[src/rtl/ddr_axi_initiator.sv]
// Single-burst AXI traffic initiator for one DDR controller user port.
// Writes a seeded incrementing pattern and checks read-back data, ID and last-beat alignment.
module ddr_axi_initiator #(
    parameter int   CTRL_ADDR_WIDTH = 28,
    parameter int   DATA_WIDTH      = 256,
    parameter logic AP_DEFAULT      = 1'b0
) (
    input  logic                         core_clk,
    input  logic                         core_rst,
    input  logic                         ddr_init_done,
    input  logic                         cmd_valid,
    output logic                         cmd_ready,
    input  logic                         cmd_write,
    input  logic [CTRL_ADDR_WIDTH-1:0]   cmd_addr,
    input  logic [3:0]                   cmd_len,
    input  logic [3:0]                   cmd_id,
    input  logic [31:0]                  cmd_seed,
    input  logic                         err_clr,
    output logic [CTRL_ADDR_WIDTH-1:0]   axi_awaddr,
    output logic [3:0]                   axi_awlen,
    output logic [3:0]                   axi_awuser_id,
    output logic                         axi_awuser_ap,
    output logic                         axi_awvalid,
    input  logic                         axi_awready,
    output logic [DATA_WIDTH-1:0]        axi_wdata,
    output logic [DATA_WIDTH/8-1:0]      axi_wstrb,
    input  logic                         axi_wready,
    input  logic                         axi_wusero_last,
    input  logic [3:0]                   axi_wusero_id,
    output logic [CTRL_ADDR_WIDTH-1:0]   axi_araddr,
    output logic [3:0]                   axi_arlen,
    output logic [3:0]                   axi_aruser_id,
    output logic                         axi_aruser_ap,
    output logic                         axi_arvalid,
    input  logic                         axi_arready,
    input  logic [DATA_WIDTH-1:0]        axi_rdata,
    input  logic [3:0]                   axi_rid,
    input  logic                         axi_rlast,
    input  logic                         axi_rvalid,
    output logic                         busy,
    output logic                         done,
    output logic [15:0]                  err_cnt,
    output logic                         err_flag
);

    localparam int WORDS = DATA_WIDTH / 32;

    typedef enum logic [2:0] {
        S_IDLE = 3'd0,
        S_AW   = 3'd1,
        S_W    = 3'd2,
        S_AR   = 3'd3,
        S_R    = 3'd4,
        S_DONE = 3'd5
    } state_t;

    state_t                       state_q, state_d;
    logic [CTRL_ADDR_WIDTH-1:0]   addr_q, addr_d;
    logic [3:0]                   len_q, len_d;
    logic [3:0]                   id_q, id_d;
    logic [31:0]                  seed_q, seed_d;
    logic [3:0]                   cnt_q, cnt_d;
    logic [DATA_WIDTH-1:0]        wdata_q, wdata_d;
    logic                         cmd_ready_q, cmd_ready_d;
    logic                         awvalid_q, awvalid_d;
    logic                         arvalid_q, arvalid_d;
    logic                         busy_q, busy_d;
    logic                         done_q, done_d;
    logic [15:0]                  err_cnt_q, err_cnt_d;
    logic                         err_flag_q, err_flag_d;

    logic                         last_beat_s;
    logic                         beat_err_s;
    logic                         stray_s;
    logic [1:0]                   err_add_s;
    logic [16:0]                  err_sum_s;

    // Word i of beat k is seed + k*WORDS + i, wrapping mod 2^32.
    function automatic logic [DATA_WIDTH-1:0] beat_pattern(input logic [31:0] seed,
                                                           input logic [3:0]  beat);
        logic [DATA_WIDTH-1:0] v;
        v = '0;
        for (int i = 0; i < WORDS; i++) begin
            v[i*32 +: 32] = seed + (32'(beat) * 32'(WORDS)) + 32'(i);
        end
        return v;
    endfunction

    // Next-state, burst bookkeeping and error accounting.
    always_comb begin
        state_d     = state_q;
        addr_d      = addr_q;
        len_d       = len_q;
        id_d        = id_q;
        seed_d      = seed_q;
        cnt_d       = cnt_q;
        wdata_d     = wdata_q;
        beat_err_s  = 1'b0;
        last_beat_s = (cnt_q == len_q);

        case (state_q)
            S_IDLE: begin
                if (cmd_valid && cmd_ready_q) begin
                    addr_d  = cmd_addr;
                    len_d   = cmd_len;
                    id_d    = cmd_id;
                    seed_d  = cmd_seed;
                    cnt_d   = 4'd0;
                    state_d = cmd_write ? S_AW : S_AR;
                end else begin
                    state_d = S_IDLE;
                end
            end
            S_AW: begin
                if (axi_awready) begin
                    state_d = S_W;
                end else begin
                    state_d = S_AW;
                end
            end
            S_W: begin
                if (axi_wready) begin
                    beat_err_s = (axi_wusero_last != last_beat_s) || (axi_wusero_id != id_q);
                    cnt_d      = cnt_q + 4'd1;
                    state_d    = last_beat_s ? S_DONE : S_W;
                end else begin
                    state_d = S_W;
                end
            end
            S_AR: begin
                if (axi_arready) begin
                    state_d = S_R;
                end else begin
                    state_d = S_AR;
                end
            end
            S_R: begin
                if (axi_rvalid) begin
                    beat_err_s = (axi_rdata != beat_pattern(seed_q, cnt_q)) ||
                                 (axi_rid != id_q) || (axi_rlast != last_beat_s);
                    cnt_d      = cnt_q + 4'd1;
                    state_d    = last_beat_s ? S_DONE : S_R;
                end else begin
                    state_d = S_R;
                end
            end
            S_DONE: begin
                state_d = S_IDLE;
            end
            default: begin
                state_d = S_IDLE;
            end
        endcase

        // Data register leads the beat counter so the next beat is ready right after wready.
        if (state_d == S_W) begin
            wdata_d = beat_pattern(seed_q, cnt_d);
        end else begin
            wdata_d = wdata_q;
        end

        stray_s   = axi_rvalid && (state_q != S_R);
        err_add_s = {1'b0, beat_err_s} + {1'b0, stray_s};
        err_sum_s = {1'b0, err_cnt_q} + {15'd0, err_add_s};

        if (err_clr) begin
            err_cnt_d  = 16'd0;
            err_flag_d = 1'b0;
        end else if (err_add_s != 2'd0) begin
            err_cnt_d  = err_sum_s[16] ? 16'hFFFF : err_sum_s[15:0];
            err_flag_d = 1'b1;
        end else begin
            err_cnt_d  = err_cnt_q;
            err_flag_d = err_flag_q;
        end

        cmd_ready_d = (state_d == S_IDLE) && ddr_init_done;
        awvalid_d   = (state_d == S_AW);
        arvalid_d   = (state_d == S_AR);
        busy_d      = (state_d != S_IDLE);
        done_d      = (state_d == S_DONE);
    end

    // State and registered outputs with synchronous reset.
    always_ff @(posedge core_clk) begin
        if (core_rst) begin
            state_q     <= S_IDLE;
            addr_q      <= '0;
            len_q       <= 4'd0;
            id_q        <= 4'd0;
            seed_q      <= 32'd0;
            cnt_q       <= 4'd0;
            wdata_q     <= '0;
            cmd_ready_q <= 1'b0;
            awvalid_q   <= 1'b0;
            arvalid_q   <= 1'b0;
            busy_q      <= 1'b0;
            done_q      <= 1'b0;
            err_cnt_q   <= 16'd0;
            err_flag_q  <= 1'b0;
        end else begin
            state_q     <= state_d;
            addr_q      <= addr_d;
            len_q       <= len_d;
            id_q        <= id_d;
            seed_q      <= seed_d;
            cnt_q       <= cnt_d;
            wdata_q     <= wdata_d;
            cmd_ready_q <= cmd_ready_d;
            awvalid_q   <= awvalid_d;
            arvalid_q   <= arvalid_d;
            busy_q      <= busy_d;
            done_q      <= done_d;
            err_cnt_q   <= err_cnt_d;
            err_flag_q  <= err_flag_d;
        end
    end

    assign cmd_ready     = cmd_ready_q;
    assign axi_awaddr    = addr_q;
    assign axi_awlen     = len_q;
    assign axi_awuser_id = id_q;
    assign axi_awuser_ap = AP_DEFAULT;
    assign axi_awvalid   = awvalid_q;
    assign axi_wdata     = wdata_q;
    assign axi_wstrb     = {(DATA_WIDTH/8){1'b1}};
    assign axi_araddr    = addr_q;
    assign axi_arlen     = len_q;
    assign axi_aruser_id = id_q;
    assign axi_aruser_ap = AP_DEFAULT;
    assign axi_arvalid   = arvalid_q;
    assign busy          = busy_q;
    assign done          = done_q;
    assign err_cnt       = err_cnt_q;
    assign err_flag      = err_flag_q;

endmodule

[config.mk]
export PLATFORM = sky130hd
export DESIGN_NAME = ddr_axi_initiator
export DESIGN_NICKNAME = d
export VERILOG_FILES = /design/src/rtl/ddr_axi_initiator.sv
export SDC_FILE = /design/constraint.sdc
export NUM_CORES = 1
export LEC_CHECK = 0
export ABC_AREA = 1
export BUFFER_PORTS_ARGS = -buffer_cell sky130_fd_sc_hd__buf_4
export CAP_MARGIN = 10
export CORE_AREA = 3 3 279 281
export CTS_BUF_LIST = sky130_fd_sc_hd__clkbuf_16
export DETAILED_ROUTE_END_ITERATION = 8
export DIE_AREA = 0 0 282 284
export HOLD_SLACK_MARGIN = 0.08
export PLACE_DENSITY_LB_ADDON = 0.15
export SYNTH_ARGS = -nofsm -noshare
export SYNTH_HDL_FRONTEND = slang
export SYNTH_SLANG_ARGS = --single-unit
[constraint.sdc]
create_clock -name core_clk -period 5.4 [get_ports core_clk]
set_input_delay 0.27 -clock core_clk [delete_from_list [all_inputs] [get_ports core_clk]]
set_output_delay 0.27 -clock core_clk [all_outputs]
set_load 0.02 [all_outputs]
==> results.ini, run 1 <==
[status]
status=finished, violations left
violations=setup timing

[placement]
dpl-instance-area_sq_um=37400
numPortBuffers=693
place_congestion=1.04
post-dp-hpwl_microns=135000

[grt]
met3_usage=0.0652
grtUsageTotal=0.384
use_met1=0.510
grt_pass1_wl_microns=226000
busiest_layer=met2
use_met2=0.601
antenna_found_initial=11
grt_max_degree=108
grt_overflow_total=0
grt_pass1_vias=33200

[power_and_ir_drop]
total_power_uw=8490
ir_worst_vdd_v=0.000235
pwr_density_cell_nw_per_um2=204
power.leakage_uw=0.0209

[yosys]
netlist.top_cell.by_area=dfxtp_1
synth_area_sq_um=27500
synth_warnings=0
synthDominantCellAreaShare=0.250
ys_seq_area_frac=0.250
yosys-top-cells-area=dfxtp_1 (25%), nand2_1 (22%), inv_1 (8.2%)
synth-seq-cells=343
synth-main-ff-cell=dfxtp_1
synth_cells=4721
synth_edf_count=0
syn_area_per_cell_sq_um=5.82
ys_types=62
synth_async_sr_flop_share=0

[floorplanning]
die_w_microns=282
start_util=0.363
core_sq_um=75700
rows=101
die_y_microns=284
io_pins=728
die_area_sq_um=80100

[worst_setup_path]
reg2reg_from=seed_q[3]
worst_setup_path_start_kind=flip-flop
slowest_stage=fa_2
worstSetupPathType=reg -> reg
ff2ff_setup_slack_ns=-0.33
cp_max_fo=8
regToRegEndpoint=err_cnt[14]
rr_worst_depth=38
worstPathArrival_ns=6.25
cpPeakStageDelay_ns=0.40
end_kind=flip-flop
required_ns=5.92

[timing]
finClkSkew_ns=0.0604
finalCritPeriodShare=1.06
timing.hold.ws_ns=0.109
setup_ws_ns=-0.333
worst_slew_margin_rel=0.340
hold_viol=0
timing.fmax_ghz=0.174
worstMarginPinSlew_ns=0.989
layout_min_cycle_time_ns=5.73
grt_setup_unrepaired=yes
drv_slew=0
tns_ns=-2.31
setup_violations=9

[detailed_routing]
vias=36200
viasPerCell=5.16
drt-total-wl_microns=161000
dr.pass1.iters=6
ant_nets=0
wire_per_inst_microns=23.0
dr.first_iter.drc_count=3483
drc=0

[min_path]
hold_start=cmd_seed[19]
holdPathEnd=seed_q[19]
holdPathStages=3
min_path_type=in -> reg

[run]
cap_violations=0

[clocking]
cts.path.max_buffers=3
cts_tree=built
clk_latency_ns=0.61
cts_max_level=2
clk_pin_slew_worst_paths_ns=0.06
clockRootBuffer=clkbuf_16
cts_sinks=343
cts_buffers=42

[layout]
nFillCells=7810
syn2layout_area_growth_pct=51.4
layout-drive-gt1-share=0.303
design_area_sq_um=41600
layout.nets=6364
utilization=0.549

## repair_timing
item                                    CTS  global route
buffers inserted                         57            13
hold buffers                             63             0
cloned                                    2             0
endpoints found under the setup margin   16           118
pin swaps                               102            78
resized for setup                       265           136
hold endpoints to repair                 66             0
## registers in the layout (all words and copies together) (netlist names)
name and flops:
axi_arvalid 1, err_cnt 16, axi_araddr 28, seed_q 32, busy 1, axi_aruser_id 4, state_q 3, err_flag 1
cnt_q 4, done 1, axi_wdata 246, cmd_ready 1, axi_awvalid 1, axi_arlen 4
## cells in the mapped netlist (4+ instances only)
| library cell | n |
|---|---|
| nor2_4 | 20 |
| o211ai_1 | 48 |
| o21ai_1 | 19 |
| nand3_2 | 8 |
| a21oi_1 | 135 |
| nor3_1 | 28 |
| xnor2_1 | 41 |
| buf_1 | 18 |
| a22oi_1 | 29 |
| inv_2 | 21 |
| a31oi_1 | 18 |
| dfxtp_1 | 343 |
| nand2_4 | 8 |
| a21o_1 | 4 |
| nand4_1 | 48 |
| o21ai_0 | 260 |
| xor2_1 | 159 |
| nand2_2 | 36 |
| buf_2 | 14 |
| or2_2 | 11 |
| nand3_1 | 338 |
| nand2_1 | 1576 |
| buf_4 | 90 |
| o311ai_0 | 5 |
| clkinv_1 | 9 |
| ha_1 | 24 |
| buf_6 | 4 |
| nor2_1 | 557 |
| a32o_1 | 4 |
| clkbuf_1 | 88 |
| inv_1 | 602 |
| nand3b_1 | 37 |
| o21bai_1 | 17 |
| a211oi_1 | 11 |
| nor2_2 | 48 |
## cells in the final DEF (no fill, tap or decap), types with 6 or more instances in the layout
cell / count
bufinv_16: 7
a21oi_1: 125
o21ai_0: 254
a31oi_1: 18
nand3b_1: 37
nand2_1: 1495
nand2_4: 32
clkinv_1: 20
nand4_1: 48
inv_1: 593
o211ai_1: 48
clkinv_4: 6
a22oi_1: 29
nand3_1: 297
nand2_2: 91
dfxtp_1: 338
xor2_2: 6
nor3_1: 24
dlygate4sd3_1: 63
diode_2: 9
xor2_1: 154
clkbuf_16: 42
conb_1: 34
nand3_2: 35
nor2_1: 478
nor2_2: 79
o21ai_1: 23
nor2_4: 69
o21bai_1: 17
nand3_4: 14
inv_2: 30
xnor2_1: 39
or2_2: 10
buf_6: 30
a21oi_2: 11
buf_4: 1295
a211oi_1: 10
buf_12: 16
ha_1: 19
## metal layers
metal	share of wire	vias to the layer above
met5	0.00017	-
met2	0.44	1777
met3	0.092	309
met4	0.055	4
li1	-	17200
met1	0.41	16800
## area by class of cell
class / instances / area, sq um / share of cell area
diodes: 9 / 22.5 / 0.000542
clock buffers: 42 / 1050 / 0.0253
clock inverters: 35 / 404 / 0.00972
inverters: 632 / 2400 / 0.0578
multi-input cells: 3565 / 18500 / 0.445
flip-flops and latches: 343 / 6870 / 0.165
well taps: 978 / 1220 / 0.0294
repair buffers: 1409 / 11100 / 0.267
## worst max path at each step
stage,from,to,slack [ns],cells after the start
6_report,seed_q[3],err_cnt[14],-0.33,38
5_1_grt,cnt_q[2],err_cnt[14],-0.55,41
4_1_cts,seed_q[3],err_cnt[14],-0.21,39
3_5_place_dp,seed_q[3],err_cnt[14],-0.93,38
3_3_place_gp,seed_q[3],err_cnt[14],-0.90,38
2_1_floorplan,cnt_q[0],err_cnt[14],0.12,35
## power breakdown
group | internal (uW) | total, uW | switching [uW]
clock network | 1780 | 3040 | 1260
registers | 2670 | 2790 | 122
logic | 999 | 2660 | 1660
## through the flow
step,std cells,worst slack [ns]
6_report,7013,-0.333
5_1_grt,7008,-0.548
4_1_cts,6995,-0.215
3_5_place_dp,6797,-0.930
2_1_floorplan,4753,0.125
3_3_place_gp,6797,-0.897
## cell families after synthesis
family,synth area share
AND/OR/NAND/NOR,0.421
buffers and inverters,0.130
AO/OA/AOI/OAI,0.119
flip-flops,0.250
XOR/XNOR,0.0672
adder cells (fa/ha/maj),0.0131
other,0.000273
## critical path: cells and delay by family, from the launching register on
kind                     cells  cell delay [ns]
flip-flops                   1             0.35
AO/OA/AOI/OAI                2             0.29
AND/OR/NAND/NOR             25             3.20
adder cells (fa/ha/maj)      5             1.33
buffers and inverters        6             0.44
Power figures use the tool's default switching activity.
==> run 2, diff against run 1 <==
--- a/config.mk
+++ b/config.mk
@@ -5,15 +5,15 @@
 export SDC_FILE = /design/constraint.sdc
 export NUM_CORES = 1
 export LEC_CHECK = 0
-export ABC_AREA = 1
 export BUFFER_PORTS_ARGS = -buffer_cell sky130_fd_sc_hd__buf_4
 export CAP_MARGIN = 10
-export CORE_AREA = 3 3 279 281
+export CORE_AREA = 3 3 278 280
 export CTS_BUF_LIST = sky130_fd_sc_hd__clkbuf_16
 export DETAILED_ROUTE_END_ITERATION = 8
-export DIE_AREA = 0 0 282 284
+export DIE_AREA = 0 0 281 283
 export HOLD_SLACK_MARGIN = 0.08
 export PLACE_DENSITY_LB_ADDON = 0.15
+export SETUP_SLACK_MARGIN = 0.5
 export SYNTH_ARGS = -nofsm -noshare
 export SYNTH_HDL_FRONTEND = slang
 export SYNTH_SLANG_ARGS = --single-unit
==> run 2 against run 1 <==
  * Critical path depth shrank 12
  * Final cell count shrank 16%
  * Sequential share of layout area grew 0.74 points
  * Combinational power grew 58%
  * Area after synthesis shrank 6.3%
  * The run still ends with setup timing left
  * Maximum frequency shrank 13%
==> results.ini, run 2 <==
[detailed_routing]
drc=0
dr.first_iter.drc_count=3235
wire_per_inst_microns=26.1
drt-total-wl_microns=153000
viasPerCell=5.59
dr.pass1.iters=6
ant_nets=0
vias=32800

[yosys]
synth-main-ff-cell=dfxtp_1
netlist.top_cell.by_area=dfxtp_1
synthMostInstantiatedCell=nand2_1
synthDominantCellAreaShare=0.267
synth_commonest_cells=nand2_1 (646), a21oi_1 (380), dfxtp_1 (343)
synth_area_sq_um=25700
synth_edf_count=0
ys_seq_area_frac=0.267
syn_area_per_cell_sq_um=7.15
yosys-top-cells-area=dfxtp_1 (27%), xnor2_1 (11%), nand2_1 (9.4%)
synth_warnings=0
ys_types=101
synth_cells=3601
synth-seq-cells=343
synth_async_sr_flop_share=0

[floorplanning]
die_area_sq_um=79500
start_util=0.345
io_pins=728
core_sq_um=74700
die_w_microns=281
die_y_microns=283
rows=100

[worst_setup_path]
worstPathArrival_ns=7.03
required_ns=5.85
worstSetupPathType=reg -> reg
end_kind=flip-flop
cp_max_fo=9
worst_setup_path_start_kind=flip-flop

[grt]
grtUsageTotal=0.365
antenna_found_initial=11
grt_pass1_vias=30500
grt_pass1_wl_microns=215000
grt_overflow_total=0
grt_max_degree=140

[clocking]
clk_pin_slew_worst_paths_ns=0.06
cts_buffers=41
clk_latency_ns=0.57
clockRootBuffer=clkbuf_16
cts_tree=built
cts.path.max_buffers=3
cts_max_level=2
cts_sinks=343

[placement]
post-dp-hpwl_microns=125000
numPortBuffers=693
place_congestion=1.08

[timing]
layout_min_cycle_time_ns=6.58
finalCritPeriodShare=1.22
setup_ws_ns=-1.18
worstMarginPinSlew_ns=1.21
timing.hold.ws_ns=0.158
hold_viol=0
worst_slew_margin_rel=0.188
grt_setup_unrepaired=yes
drv_slew=0
timing.fmax_ghz=0.152
setup_violations=17
finClkSkew_ns=0.0149

[layout]
layout-drive-gt1-share=0.355
nFillCells=7432
final_common_cell=buf_4
layout_common_cells=buf_4 (1421), nand2_1 (642), a21oi_1 (367)
largest_reg_flops=246
layout.nets=5242
syn2layout_area_growth_pct=54.6
utilization=0.533

[power_and_ir_drop]
pwr_density_cell_nw_per_um2=252
power.leakage_uw=0.0159
ir_worst_vdd_v=0.000189
total_power_uw=10000

[status]
status=finished, violations left
violations=setup timing

[run]
cap_violations=0

[min_path]
min_path_type=in -> reg

run 2: metrics by stage:
stage / cell area [sq um] / worst slack [ns] / setup TNS [ns] / cells
3_5_place_dp: 36700 / -1.45 / -21.52 / 5694
5_1_grt: 39800 / -1.39 / -20.76 / 5870
2_1_floorplan: 26100 / -0.795 / -9.44 / 3633
3_3_place_gp: 36700 / -1.45 / -21.36 / 5694
6_report: 39800 / -1.18 / -17.26 / 5875
4_1_cts: 39300 / -1.08 / -15.77 / 5853
run 2: critical path, stage by stage (launching register included):
cell and delay, ns:
dfxtp_1 0.32, ha_1 0.34, buf_4 0.19, or2_2 0.28
and3_1 0.20, or2_2 0.33, buf_4 0.20, or3_1 0.47
buf_4 0.19, xnor2_1 0.17, nand3_1 0.10, a21oi_1 0.12
o221ai_1 0.24, a211oi_1 0.24, nand4_1 0.26, or4_4 0.56
o31a_1 0.39, ha_1 0.31, ha_2 0.18, inv_2 0.04
fa_2 0.32, and3b_1 0.23, nor2b_4 0.15, and3_4 0.23
and3_4 0.20, nand3_2 0.07, o211a_1 0.12
run 2: layout make-up:
class                      count  area [sq um]  share of cell area
multi-input combinational   2909         18100               0.456
clock buffer                  42          1050              0.0264
clock inverter                28           282             0.00707
sequential                   343          6870               0.173
tap                          969          1210              0.0305
timing repair buffer        1530         12000               0.303
antenna                        8          20.0            0.000503
inverter                      46           173             0.00434
run 2: layer usage:
metal	track usage	up-vias	routed length [microns]
li1	-	15100	-
met1	0.484	15500	63100
met2	0.570	1851	67800
met3	0.0678	374	13800
met4	0.171	4	8480
met5	0	-	31
run 2: final timing paths:
kind	from	to	slack, ns	cells past startpoint
setup / recovery	seed_q[5]	err_cnt[12]	-1.18	26
hold reg to reg	axi_wdata[42]	axi_wdata[42]	0.45	2
setup reg to reg	seed_q[5]	err_cnt[12]	-1.18	26
hold / removal	cmd_seed[6]	seed_q[6]	0.16	3
run 2: kinds of logic (layout without fill, tap and decap cells):
family | after synthesis | after routing | synth area share
AO/OA/AOI/OAI | 809 | 809 | 0.192
adder cells (fa/ha/maj) | 27 | 27 | 0.0140
flip-flops | 343 | 343 | 0.267
multiplexers | 18 | 18 | 0.00753
AND/OR/NAND/NOR | 1578 | 1578 | 0.298
buffers and inverters | 381 | 1646 | 0.0704
XOR/XNOR | 443 | 443 | 0.152
other | 2 | 42 | 0.000292
run 2: timing repair:
| item | CTS | global route |
|---|---|---|
| setup buffers | 22 | 14 |
| setup endpoints to repair | 33 | 106 |
| pin swaps | 35 | 31 |
| gates cloned | 2 | 0 |
| hold buffers | 65 | 0 |
| endpoints found under the hold margin | 67 | 0 |
| gates resized for setup | 101 | 78 |
run 2: report_power, final:
| group | switching, uW | internal (uW) |
|---|---|---|
| logic | 2590 | 1600 |
| clock network | 1160 | 1650 |
| registers | 213 | 2820 |
| total | 3960 | 6070 |
